[config.mk]
export PLATFORM = sky130hd
export DESIGN_NAME = uart_rx
export DESIGN_NICKNAME = d
export VERILOG_FILES = /design/src/rtl/uart_pkg.sv /design/src/rtl/uart_rx_baud_tick_gen.sv /design/src/rtl/uart_rx.sv
export SDC_FILE = /design/constraint.sdc
export NUM_CORES = 1
export LEC_CHECK = 0
export ABC_AREA = 1
export CAP_MARGIN = 20
export CORE_ASPECT_RATIO = 0.5
export CORE_UTILIZATION = 50
export DETAILED_ROUTE_END_ITERATION = 6
export GPL_ROUTABILITY_DRIVEN = 0
export HOLD_SLACK_MARGIN = 0.02
export PLACE_DENSITY = 0.73
export SYNTH_ARGS = -nofsm -noshare
export SYNTH_HDL_FRONTEND = slang
export SYNTH_HIERARCHICAL = 1
export SYNTH_SLANG_ARGS = --single-unit
[constraint.sdc]
create_clock -name clk -period 1.7 [get_ports clk]
set_input_delay 0.34 -clock clk [delete_from_list [all_inputs] [get_ports clk]]
set_output_delay 0.34 -clock clk [all_outputs]
set_load 0.03 [all_outputs]
[src/rtl/uart_pkg.sv]
// Shared UART definitions: receiver state encoding and the baud divisor helper
// used by both the RX tick generator and the TX clock divider.
package uart_pkg;

  typedef enum logic [2:0] {
    IDLE  = 3'd0,
    START = 3'd1,
    DATA  = 3'd2,
    STOP  = 3'd3,
    BREAK = 3'd4
  } uart_rx_state_t;

  // Native clock cycles per oversample tick (truncating).
  function automatic int baud_divisor(input int native, input int baud, input int oversample);
    return native / (baud * oversample);
  endfunction

endpackage

[src/rtl/uart_rx_baud_tick_gen.sv]
// Oversample tick generator with phase restart, so the receiver can align its
// sampling grid to the falling edge of each start bit.
module baud_tick_gen #(
  parameter int DIVISOR = 10
) (
  input  logic clk,
  input  logic reset,
  input  logic restart,
  output logic tick
);

  localparam int CW = (DIVISOR > 1) ? $clog2(DIVISOR) : 1;

  generate
    if (DIVISOR < 1) begin : g_bad_divisor
      $error("baud_tick_gen: DIVISOR must be >= 1");
    end
  endgenerate

  logic [CW-1:0] cnt;

  // Tick on the last count, so the first tick after restart lands DIVISOR cycles later.
  assign tick = (cnt == CW'(DIVISOR - 1));

  always_ff @(posedge clk) begin
    if (reset || restart)
      cnt <= '0;
    else if (tick)
      cnt <= '0;
    else
      cnt <= cnt + CW'(1);
  end

endmodule

[src/rtl/uart_rx.sv]
// 8N1-style UART receiver: oversampled start-bit detection, mid-bit data
// sampling, stop-bit check with frame-error and line-break handling.
module uart_rx
  import uart_pkg::*;
#(
  parameter int NATIVE_CLK_FREQUENCY = 50_000_000,
  parameter int BAUD_RATE            = 115_200,
  parameter int OVERSAMPLE           = 16,
  parameter int DATA_BITS            = 8
) (
  input  logic                 clk,
  input  logic                 reset,
  input  logic                 rx,
  output logic [DATA_BITS-1:0] data,
  output logic                 valid,
  output logic                 frame_error,
  output logic                 busy
);

  localparam int DIVISOR = baud_divisor(NATIVE_CLK_FREQUENCY, BAUD_RATE, OVERSAMPLE);
  localparam int SW      = $clog2(OVERSAMPLE);
  localparam int BW      = $clog2(DATA_BITS + 1);

  localparam logic [SW-1:0] S_MID = SW'(OVERSAMPLE / 2 - 1);
  localparam logic [SW-1:0] S_END = SW'(OVERSAMPLE - 1);
  localparam logic [BW-1:0] B_END = BW'(DATA_BITS - 1);

  generate
    if (OVERSAMPLE < 4 || (OVERSAMPLE % 2) != 0) begin : g_bad_os
      $error("uart_rx: OVERSAMPLE must be even and >= 4");
    end
    if (DATA_BITS < 5 || DATA_BITS > 9) begin : g_bad_bits
      $error("uart_rx: DATA_BITS must be 5..9");
    end
  endgenerate

  logic rx_meta, rx_s;
  logic tick, restart;

  uart_rx_state_t state, state_n;
  logic [SW-1:0]        scnt;
  logic [BW-1:0]        bcnt;
  logic [DATA_BITS-1:0] sh;

  logic scnt_clr, shift_en, load, valid_n, ferr_n;

  baud_tick_gen #(.DIVISOR(DIVISOR)) u_tick (
    .clk     (clk),
    .reset   (reset),
    .restart (restart),
    .tick    (tick)
  );

  assign busy = (state != IDLE);

  always_comb begin
    state_n  = state;
    restart  = 1'b0;
    scnt_clr = 1'b0;
    shift_en = 1'b0;
    load     = 1'b0;
    valid_n  = 1'b0;
    ferr_n   = 1'b0;
    case (state)
      IDLE: begin
        if (!rx_s) begin
          restart  = 1'b1;
          scnt_clr = 1'b1;
          state_n  = START;
        end
      end
      START: begin
        // Re-check the line half a bit in; a high level means a glitch.
        if (tick && scnt == S_MID) begin
          if (rx_s) begin
            state_n = IDLE;
          end else begin
            scnt_clr = 1'b1;
            state_n  = DATA;
          end
        end
      end
      DATA: begin
        if (tick && scnt == S_END) begin
          shift_en = 1'b1;
          if (bcnt == B_END) state_n = STOP;
        end
      end
      STOP: begin
        if (tick && scnt == S_END) begin
          load = 1'b1;
          if (rx_s) begin
            valid_n = 1'b1;
            state_n = IDLE;
          end else begin
            ferr_n  = 1'b1;
            state_n = BREAK;
          end
        end
      end
      BREAK: begin
        // Hold here while the line stays low so a break never decodes as data.
        if (rx_s) state_n = IDLE;
      end
      default: state_n = IDLE;
    endcase
  end

  always_ff @(posedge clk) begin
    if (reset) begin
      rx_meta     <= 1'b1;
      rx_s        <= 1'b1;
      state       <= IDLE;
      scnt        <= '0;
      bcnt        <= '0;
      sh          <= '0;
      data        <= '0;
      valid       <= 1'b0;
      frame_error <= 1'b0;
    end else begin
      rx_meta     <= rx;
      rx_s        <= rx_meta;
      state       <= state_n;
      valid       <= valid_n;
      frame_error <= ferr_n;

      if (scnt_clr)
        scnt <= '0;
      else if (tick)
        scnt <= (scnt == S_END) ? '0 : scnt + SW'(1);

      if (state == IDLE)
        bcnt <= '0;
      else if (shift_en)
        bcnt <= bcnt + BW'(1);

      // Line order is LSB first, so shifting in at the top leaves bit 0 at the bottom.
      if (shift_en)
        sh <= {rx_s, sh[DATA_BITS-1:1]};

      if (load)
        data <= sh;
    end
  end

endmodule

# == After elaboration in Yosys (flattened, before gate mapping) ==
# Index checks and enable logic that the tools add are counted.
# totals
out_inout_bits,11
word_cells,57
input_bits,3
register_bits,36
# classes
reduce_logical,10
addsub,3
bitwise_logic,2
mux,18
eq_ne,14
# op_table
op,count
$mux W3,7
$pmux W3 S5,1
$ne A2 B2 Y1 const B,6
$add A4 B1 Y4 const B,2
$eq A4 B3 Y1 const B,2
$mux W1,7
$eq A3 B2 Y1 const B,2
$reduce_and A6 Y1,1
$reduce_or A2 Y1,3
$add A5 B1 Y5 const B,1
$eq A5 B5 Y1 const B,1
$eq A4 B4 Y1 const B,1
$mux W4,1
$eq A3 B1 Y1 const B,1
$eq A3 B3 Y1 const B,1
$logic_not A3 Y1,1
$reduce_bool A3 Y1,1
$reduce_or A3 Y1,1
$logic_and A1 B1 Y1,2
$mux W2,1
$not A1 Y1,2
$pmux W1 S2,1
$logic_or A1 B1 Y1,1

# == Longest topological paths before layout ==
# Gate-level depths: netlist of the first run.
# logic_depth
depth_word,5
mapped_depth,13
mapped_depth_nobuf,13

# == By module ==
# Netlist of the first run, hierarchy kept.
# by_module_without_submodules
mod,n_inst,seq_area_each_um2,cells_per_inst,area_per_inst_um2
uart_rx,1,620.6,174,1318.8
baud_tick_gen,1,100.1,33,250.2

# == Worst setup path before layout of the first run ==
# No wires, ideal clock.
# synth_path
path_kind,register -> register
startpoint,register u_tick.cnt[0]
endpoint,register state[2]
required_ns,1.585
path_stages_with_launch,12
period_less_slack_ns,1.583
path_buffers,0
setup_slack_ns,0.117
arrival_time_ns,1.468
setup_time_ns,0.115
cell_sequence,dfxtp_1 inv_1 ha_1 nand2_2 nor2_2 nand3_2 nor2_4 nor2_1 nor2_1 nand3_1 nand2_1 nor2_1
# synth_between
elab_chain_cells,4
word_cells_on_any_way,7
cone_classes,eq/ne (4); reduce/logical (3)
# synth_rtl
item,line,rtl
start: declaration,uart_rx_baud_tick_gen.sv:20,logic [CW-1:0] cnt;
start signal: assignment,uart_rx_baud_tick_gen.sv:31,cnt <= cnt + CW'(1);
$eq A5 B5 Y1 *,uart_rx_baud_tick_gen.sv:23,assign tick = (cnt == CW'(DIVISOR - 1));
named net tick,uart_rx.sv:38,"logic tick, restart;"
"$logic_and A1 B1 Y1, on equally long branches","uart_rx.sv:84, uart_rx.sv:90, uart_rx.sv:74",
$ne A2 B2 Y1 (no source line),--,
$reduce_and A6 Y1 (no source line) *,--,
end signal: assignment,uart_rx.sv:123,state <= state_n;
end: declaration,uart_rx.sv:40,"uart_rx_state_t state, state_n;"
# The timed path passes the listed nets; every way through them passes the cells marked *.
# A chain may end at the register's enable or synchronous reset.

# == Final worst setup path of the first run ==
# layout_path
startpoint,register data[2]
endpoint,output port data[2]
# layout_lines
item,line,rtl
start: declaration,uart_rx.sv:14,"output logic [DATA_BITS-1:0] data,"
start signal: assignment,uart_rx.sv:142,data <= sh;
# No word-level cell between the ends.

==> impl_metrics.xml, run 1 <==
<?xml version="1.0" encoding="UTF-8"?>
<metrics>
  <group name="setup_path">
    <metric name="setup.worst_path.end_class" unit="">output pin</metric>
    <metric name="critical_path.cell_chain" unit="">clkdlybuf4s50_1</metric>
    <metric name="timing_worst_setup_path_type" unit="">reg2out</metric>
    <metric name="worst-endpoint-arrival" unit="ns">1.29</metric>
    <metric name="worst-path-max-fanout" unit="">2</metric>
    <metric name="slowest_delay" unit="ns">0.67</metric>
    <metric name="worst-r2r-cell-count" unit="">12</metric>
    <metric name="endpoint_of_the_most_critical_register_to_register_path" unit="">state[2]</metric>
    <metric name="worst_path_dominant_cell_family" unit="">buffers and inverters</metric>
    <metric name="critical_path.reg2reg.startpoint" unit="">u_tick/cnt[0]</metric>
    <metric name="reg2reg_slack" unit="ns">0.09</metric>
    <metric name="worstSetupStartpoint" unit="">data[2]</metric>
    <metric name="cp.depth" unit="">1</metric>
    <metric name="cp_data_required_time" unit="ns">1.36</metric>
    <metric name="setup.worst_path.start_class" unit="">register</metric>
    <metric name="cpMaxStageDelayCell" unit="">clkdlybuf4s50_1</metric>
    <metric name="cp_capture_point" unit="">data[2]</metric>
    <metric name="worstPathBufferInverterCount" unit="">1</metric>
  </group>
  <group name="finish">
    <metric name="area_growth_from_synthesis_to_final_layout" unit="%">22.5</metric>
    <metric name="final_net_count" unit="">240</metric>
    <metric name="antenna-diode-count" unit="">0</metric>
    <metric name="drive_above_1_share" unit="%">16.2</metric>
    <metric name="num-fill-cells" unit="">246</metric>
  </group>
  <group name="logic_synthesis">
    <metric name="syn-mean-instance-area" unit="sq um">7.58</metric>
    <metric name="synth_area" unit="sq mm">0.00157</metric>
    <metric name="synth-seq-area-share" unit="%">45.9</metric>
    <metric name="mappedNetlistNets" unit="">214</metric>
    <metric name="synth_top_cells_by_area" unit="">dfxtp_1 46%, nor2_1 12%, nand2_1 6.5%, o21ai_0 6.1%, inv_1 5.0%</metric>
    <metric name="syn-instance-count" unit="">207</metric>
    <metric name="synth.cells.most_frequent" unit="">51 x nor2_1, 36 x dfxtp_1, 27 x nand2_1, 21 x inv_1, 19 x o21ai_0</metric>
    <metric name="synth_most_common_cell" unit="">nor2_1</metric>
    <metric name="ys_seq_elements" unit="">36</metric>
    <metric name="number_of_unique_standard_cell_types_used_by_synthesis" unit="">30</metric>
    <metric name="synth_largest_type_area_fraction" unit="%">45.9</metric>
    <metric name="fraction_of_synthesis_flops_using_an_asynchronous_set_or_reset_pin" unit="%">0</metric>
    <metric name="synth_enable_flop_cells" unit="">0</metric>
    <metric name="yosysWarningCount" unit="">6</metric>
    <metric name="synth.largest_area_cell" unit="">dfxtp_1</metric>
    <metric name="yosys_most_used_dff" unit="">dfxtp_1</metric>
  </group>
  <group name="worst_hold_path">
    <metric name="hold_path.class" unit="">reg2reg</metric>
    <metric name="whs_path_depth" unit="">1</metric>
  </group>
  <group name="timing">
    <metric name="final.setup.tns" unit="ns">0</metric>
    <metric name="final.period_utilization" unit="%">95.8</metric>
    <metric name="post-route-min-period" unit="ns">1.63</metric>
    <metric name="fin_worst_skew" unit="ns">0.00881</metric>
    <metric name="finalHoldViolations" unit="">0</metric>
    <metric name="final.hold.worst_slack" unit="ns">0.420</metric>
    <metric name="drv_slew" unit="">0</metric>
    <metric name="final-setup-viol-count" unit="">0</metric>
    <metric name="fmax" unit="MHz">614</metric>
    <metric name="slew_headroom" unit="%">79.2</metric>
    <metric name="worst-slew-pin-transition" unit="ns">0.312</metric>
  </group>
  <group name="floorplan">
    <metric name="initial_utilization" unit="%">56.4</metric>
    <metric name="row_count" unit="">13</metric>
    <metric name="design.die.area" unit="sq mm">0.00338</metric>
    <metric name="number_of_i_o_pins" unit="">14</metric>
    <metric name="die_width" unit="um">81.2</metric>
    <metric name="coreArea" unit="sq mm">0.00278</metric>
    <metric name="die_h" unit="um">41.6</metric>
  </group>
  <group name="clock_network">
    <metric name="root_buffer" unit="">clkbuf_8</metric>
    <metric name="worst_skew_pair.late_latency" unit="ns">0.29</metric>
    <metric name="number_of_levels_in_the_clock_h_tree" unit="">2</metric>
    <metric name="cts_hold_repair.buffers" unit="">0</metric>
    <metric name="tritoncts" unit="">yes</metric>
    <metric name="worst_setup_hold_path_clk_slew" unit="ns">0.07</metric>
    <metric name="cts.sink_count" unit="">36</metric>
    <metric name="clock_tree.buffer_depth" unit="">2</metric>
    <metric name="number_of_buffers_created_by_cts" unit="">5</metric>
  </group>
  <group name="route">
    <metric name="drt_first_iter_violations" unit="">47</metric>
    <metric name="detailedRoute.firstPassIterationCount" unit="">4</metric>
    <metric name="drc_errors" unit="">0</metric>
    <metric name="mean_number_of_vias_per_cell" unit="">4.95</metric>
    <metric name="number_of_antenna_violating_nets_in_the_routed_design" unit="">0</metric>
    <metric name="routed-via-count" unit="">1342</metric>
    <metric name="route.final.wire_length" unit="mm">2.92</metric>
    <metric name="wl_per_cell" unit="um">10.8</metric>
  </group>
  <group name="run">
    <metric name="drv.max_cap_violation_count" unit="">0</metric>
  </group>
  <group name="global_route">
    <metric name="grt_start_max_net_pins" unit="">17</metric>
    <metric name="grt_pass1_vias" unit="">1062</metric>
    <metric name="grt_first_pass_wirelength" unit="mm">4.71</metric>
    <metric name="antenna_found_initial" unit="">0</metric>
    <metric name="grt_remaining_overflow" unit="">0</metric>
    <metric name="grtUsageTotal" unit="%">18.4</metric>
  </group>
  <group name="pwr">
    <metric name="leakagePower" unit="nW">0.859</metric>
    <metric name="power.density" unit="mW/mm^2">1080</metric>
    <metric name="ir_drop" unit="V">0.000599</metric>
    <metric name="total_power" unit="mW">2.07</metric>
  </group>
  <group name="place">
    <metric name="place.port_buffers" unit="">13</metric>
    <metric name="hpwlAfterDp" unit="mm">2.06</metric>
  </group>
  <group name="outcome">
    <metric name="run_status" unit="">complete, no violations</metric>
  </group>
</metrics>
## placed cells by master (no fill, tap or decap), types with 2 or more instances in the layout
| master | n |
|---|---|
| a21oi_1 | 5 |
| a31oi_1 | 2 |
| buf_4 | 7 |
| clkbuf_8 | 5 |
| clkdlybuf4s50_1 | 12 |
| dfxtp_1 | 36 |
| ha_1 | 4 |
| inv_1 | 21 |
| inv_4 | 2 |
| nand2_1 | 27 |
| nand2_2 | 4 |
| nand3_1 | 10 |
| nand4_1 | 2 |
| nor2_1 | 50 |
| nor2_2 | 2 |
| nor2_4 | 2 |
| nor3_1 | 2 |
| nor3_2 | 2 |
| o21ai_0 | 19 |
| o21ai_1 | 2 |
| o21ai_2 | 2 |
| or2_2 | 2 |
## registers in the layout, indices dropped and copies added (netlist names)
signal and flops:
scnt 4, frame_error 1, state 3, u_tick/cnt 5
valid 1, sh 8, bcnt 4, data 8
rx_meta 1, rx_s 1
## kinds of logic (layout without fill, tap and decap cells)
| group | count (synthesis) | count (layout) | share of synthesized area, % |
|---|---|---|---|
| AO/OA/AOI/OAI | 32 | 32 | 11.2 |
| adder cells (fa/ha/maj) | 4 | 4 | 3.19 |
| AND/OR/NAND/NOR | 107 | 108 | 31.5 |
| XOR/XNOR | 1 | 1 | 0.558 |
| buffers and inverters | 27 | 53 | 7.58 |
| flip-flops | 36 | 36 | 45.9 |
## worst reg2reg max path, delay by kind of cell (launching register included)
kind	cells	cell delay, ns
simple gates	9	0.87
flops	1	0.31
buf+inv	2	0.19
fa+ha+maj	1	0.15
## layout make-up
class,instances,area (sq um),share of cell area [%]
clock buffer,5,68.8,3.58
clock inverter,3,42.5,2.21
inverter,24,95.1,4.95
multi-input combinational,145,751,39.1
sequential,36,721,37.5
tap,37,46.3,2.41
timing repair buffer,21,198,10.3
## metrics by stage
stage          area (sq um)  cells  setup slack (ns)  utilization [%]
2_1_floorplan          1570    207             0.117                -
3_3_place_gp           1780    261             0.118             64.1
3_5_place_dp           1780    261             0.114             64.1
4_1_cts                1890    269            0.0379             68.1
5_1_grt                1920    271           -0.0168             69.1
6_report               1920    271            0.0706             69.1
## timing repair
item | in CTS | in global routing
endpoints found under the setup margin | 1 | 20
gates cloned | 0 | 1
endpoints found under the hold margin | 0 | 0
pin swaps | 0 | 3
setup buffers | 0 | 1
resized for setup | 1 | 6
## power breakdown
| group | leakage [nW] | internal [mW] | switching, mW |
|---|---|---|---|
| clock | 0.0541 | 0.434 | 0.311 |
| combinational | 0.514 | 0.137 | 0.264 |
| sequential | 0.292 | 0.884 | 0.0417 |
| total | 0.859 | 1.45 | 0.617 |
## worst min path at each step
stage	slack, ns	startpoint	end
after detailed placement	0.40	rx_meta	rx_s
after CTS	0.42	rx_meta	rx_s
after floorplan	0.39	rx_meta	rx_s
after global placement	0.40	rx_meta	rx_s
after global routing	0.43	rx_meta	rx_s
final	0.42	rx_meta	rx_s
## routing by layer
metal	share of wire [%]	routed length [um]	GRT usage, %	up-vias
li1	-	-	-	708
met5	0	0	0	-
met2	45	1320	27.6	22
met1	49	1450	24.7	608
met4	1.1	33	5.36	0
met3	4.3	126	6.59	4
(Power assumes the default switching activity.)
==> run 2, diff against run 1 <==
--- a/config.mk
+++ b/config.mk
@@ -13,6 +13,7 @@
 export GPL_ROUTABILITY_DRIVEN = 0
 export HOLD_SLACK_MARGIN = 0.02
 export PLACE_DENSITY = 0.73
+export SETUP_SLACK_MARGIN = 0.5
 export SYNTH_ARGS = -nofsm -noshare
 export SYNTH_HDL_FRONTEND = slang
 export SYNTH_HIERARCHICAL = 1
==> run 2 against run 1 <==
Critical path depth increased by 9. Count of clock-buffer cells in the layout up 1. Global-route usage is 2.4 points higher. Clock skew is 0.0010 ns lower. Critical endpoint is now bcnt[2]. Largest power group unchanged. Highest routed layer unchanged.
==> impl_metrics.xml, run 2 (same netlist as run 1, synthesis figures left out) <==
<?xml version="1.0" encoding="UTF-8"?>
<metrics>
  <group name="outcome">
    <metric name="run_status" unit="">complete, no violations</metric>
  </group>
  <group name="place">
    <metric name="place_inst" unit="">259</metric>
    <metric name="place.port_buffers" unit="">13</metric>
    <metric name="hpwlAfterDp" unit="mm">2.01</metric>
  </group>
  <group name="timing">
    <metric name="drv_slew" unit="">0</metric>
    <metric name="final.period_utilization" unit="%">90.2</metric>
    <metric name="fin_worst_skew" unit="ns">0.00778</metric>
    <metric name="fmax" unit="MHz">652</metric>
    <metric name="finalHoldViolations" unit="">0</metric>
    <metric name="final.setup.tns" unit="ns">0</metric>
    <metric name="setup_repair_after_global_routing_missed_its_margin" unit="">yes</metric>
    <metric name="post-route-min-period" unit="ns">1.53</metric>
    <metric name="worst-slew-pin-transition" unit="ns">0.281</metric>
    <metric name="slew_headroom" unit="%">81.2</metric>
    <metric name="final.hold.worst_slack" unit="ns">0.414</metric>
    <metric name="final-setup-viol-count" unit="">0</metric>
  </group>
  <group name="finish">
    <metric name="layout_commonest_cell" unit="">nor2_1</metric>
    <metric name="drive_above_1_share" unit="%">33.8</metric>
    <metric name="antenna-diode-count" unit="">0</metric>
    <metric name="area_growth_from_synthesis_to_final_layout" unit="%">31.8</metric>
    <metric name="layout.core_utilization" unit="%">74.4</metric>
    <metric name="final_net_count" unit="">246</metric>
    <metric name="layout.cells.most_common_list" unit="">47 x nor2_1, 30 x dfxtp_1, 24 x nand2_1</metric>
    <metric name="final_cells" unit="">277</metric>
    <metric name="largestRegisters" unit="">data x8, sh x8, u_tick/cnt x5</metric>
  </group>
  <group name="floorplan">
    <metric name="row_count" unit="">13</metric>
    <metric name="coreArea" unit="sq mm">0.00278</metric>
    <metric name="number_of_i_o_pins" unit="">14</metric>
    <metric name="die_h" unit="um">41.6</metric>
    <metric name="initial_utilization" unit="%">56.4</metric>
    <metric name="die_width" unit="um">81.2</metric>
    <metric name="design.die.area" unit="sq mm">0.00338</metric>
  </group>
  <group name="route">
    <metric name="drc_errors" unit="">0</metric>
    <metric name="mean_number_of_vias_per_cell" unit="">5.09</metric>
    <metric name="wl_per_cell" unit="um">11.3</metric>
    <metric name="number_of_antenna_violating_nets_in_the_routed_design" unit="">0</metric>
    <metric name="drt_first_iter_violations" unit="">49</metric>
    <metric name="routed-via-count" unit="">1409</metric>
    <metric name="route.final.wire_length" unit="mm">3.13</metric>
    <metric name="detailedRoute.firstPassIterationCount" unit="">4</metric>
  </group>
  <group name="setup_path">
    <metric name="endpoint_of_the_most_critical_register_to_register_path" unit="">bcnt[2]</metric>
    <metric name="worstPathBufferInverterCount" unit="">2</metric>
    <metric name="setup.worst_path.start_class" unit="">register</metric>
    <metric name="worst-endpoint-arrival" unit="ns">1.71</metric>
    <metric name="worst_path_dominant_cell_family" unit="">simple AND/OR/NAND/NOR gates</metric>
    <metric name="worst-path-max-fanout" unit="">6</metric>
    <metric name="critical_path.reg2reg.startpoint" unit="">u_tick/cnt[0]</metric>
    <metric name="slowest_delay" unit="ns">0.32</metric>
    <metric name="critical_path.cell_chain" unit="">inv_2 &gt; ha_4 &gt; nand2_4 &gt; nor2_4 &gt; nand3_4 &gt; nor2_4 &gt; nand2_4 &gt; inv_4 &gt; nand3_1 &gt; and3_1</metric>
    <metric name="cp_data_required_time" unit="ns">1.88</metric>
    <metric name="reg2reg_slack" unit="ns">0.17</metric>
    <metric name="worstSetupStartpoint" unit="">u_tick/cnt[0]</metric>
    <metric name="timing_worst_setup_path_type" unit="">reg2reg</metric>
    <metric name="setup.worst_path.end_class" unit="">register</metric>
    <metric name="worst-r2r-cell-count" unit="">10</metric>
    <metric name="cpMaxStageDelayCell" unit="">dfxtp_2</metric>
  </group>
  <group name="global_route">
    <metric name="grt_remaining_overflow" unit="">0</metric>
    <metric name="globalRouteMet2Util" unit="%">37.1</metric>
    <metric name="global_route.usage.met3" unit="%">7.25</metric>
    <metric name="grt_busiest_layer" unit="">met2</metric>
    <metric name="use_met1" unit="%">23.1</metric>
    <metric name="grt_first_pass_wirelength" unit="mm">5.35</metric>
    <metric name="grt_pass1_vias" unit="">1312</metric>
    <metric name="grtUsageTotal" unit="%">20.8</metric>
    <metric name="grt_start_max_net_pins" unit="">17</metric>
    <metric name="antenna_found_initial" unit="">0</metric>
  </group>
  <group name="worst_hold_path">
    <metric name="whs_path_depth" unit="">1</metric>
    <metric name="holdPathEnd" unit="">rx_s</metric>
    <metric name="hold_path_startpoint" unit="">rx_meta</metric>
    <metric name="hold_path.class" unit="">reg2reg</metric>
  </group>
  <group name="pwr">
    <metric name="power.internal" unit="mW">1.51</metric>
    <metric name="sequentialPowerShare" unit="%">44.7</metric>
    <metric name="power.net_switching" unit="mW">0.610</metric>
    <metric name="leakagePower" unit="nW">0.967</metric>
    <metric name="ir_drop" unit="V">0.000688</metric>
    <metric name="netSwitchingFraction" unit="%">28.8</metric>
    <metric name="power.combinational.fraction" unit="%">21.3</metric>
    <metric name="power.density" unit="mW/mm^2">1030</metric>
    <metric name="total_power" unit="mW">2.12</metric>
    <metric name="relative_contribution_of_the_clock_network_to_total_power" unit="%">34.0</metric>
  </group>
  <group name="run">
    <metric name="drv.max_cap_violation_count" unit="">0</metric>
  </group>
  <group name="clock_network">
    <metric name="cts.sink_count" unit="">36</metric>
    <metric name="worst_setup_hold_path_clk_slew" unit="ns">0.07</metric>
    <metric name="tritoncts" unit="">yes</metric>
    <metric name="number_of_buffers_created_by_cts" unit="">5</metric>
    <metric name="number_of_levels_in_the_clock_h_tree" unit="">2</metric>
    <metric name="root_buffer" unit="">clkbuf_8</metric>
    <metric name="worst_skew_pair.late_latency" unit="ns">0.28</metric>
    <metric name="clock_tree.buffer_depth" unit="">2</metric>
    <metric name="cts_hold_repair.buffers" unit="">0</metric>
  </group>
</metrics>
run 2: cell types whose count changed in the layout (fill, tap and decap cells not counted), sizes merged:
cell and change:
nand2 -1, buf +17, clkinvlp -1, clkbuf +1
clkdlybuf4s50 -10
run 2: layout make-up:
| class | instances | area, sq um |
|---|---|---|
| Tap cell | 37 | 46.3 |
| Clock buffer | 6 | 72.6 |
| Timing Repair Buffer | 28 | 233 |
| Multi-Input combinational cell | 144 | 851 |
| Inverter | 24 | 97.6 |
| Sequential cell | 36 | 733 |
| Clock inverter | 2 | 35.0 |
| Fill cell | 201 | 713 |
run 2: power by group through the flow:
stage	Sequential, mW	Clock, mW	Combinational [mW]
2_1_floorplan	0.944	0	0.302
3_5_place_dp	0.952	0	0.395
5_1_grt	0.955	0.777	0.494
3_3_place_gp	0.949	0	0.394
4_1_cts	0.931	0.735	0.405
6_report	0.948	0.720	0.453
run 2: stage by stage:
stage	area [sq um]	setup slack (ns)
floorplan	1600	0.222
global placement	1800	0.162
CTS	2000	0.199
global route	2070	0.0888
finish	2070	0.167
detailed placement	1800	0.142
run 2: worst max-delay path by stage:
stage | to | slack, ns | cells past startpoint
finish | bcnt[2] | 0.17 | 10
floorplan | bcnt[3] | 0.22 | 10
detailed placement | busy | 0.14 | 3
CTS | bcnt[3] | 0.20 | 11
global placement | busy | 0.16 | 3
global route | bcnt[2] | 0.09 | 10
run 2: repair_timing:
action	in CTS	in global routing
resized for setup	79	19
pin swaps	18	8
setup endpoints to repair	40	33
hold endpoints to repair	0	0
setup buffers	8	2
run 2: routing by layer:
metal / wire length (um) / vias up
li1: - / 723
met2: 1540 / 20
met3: 128 / 4
met5: 0 / -
met1: 1440 / 662
met4: 24 / 0
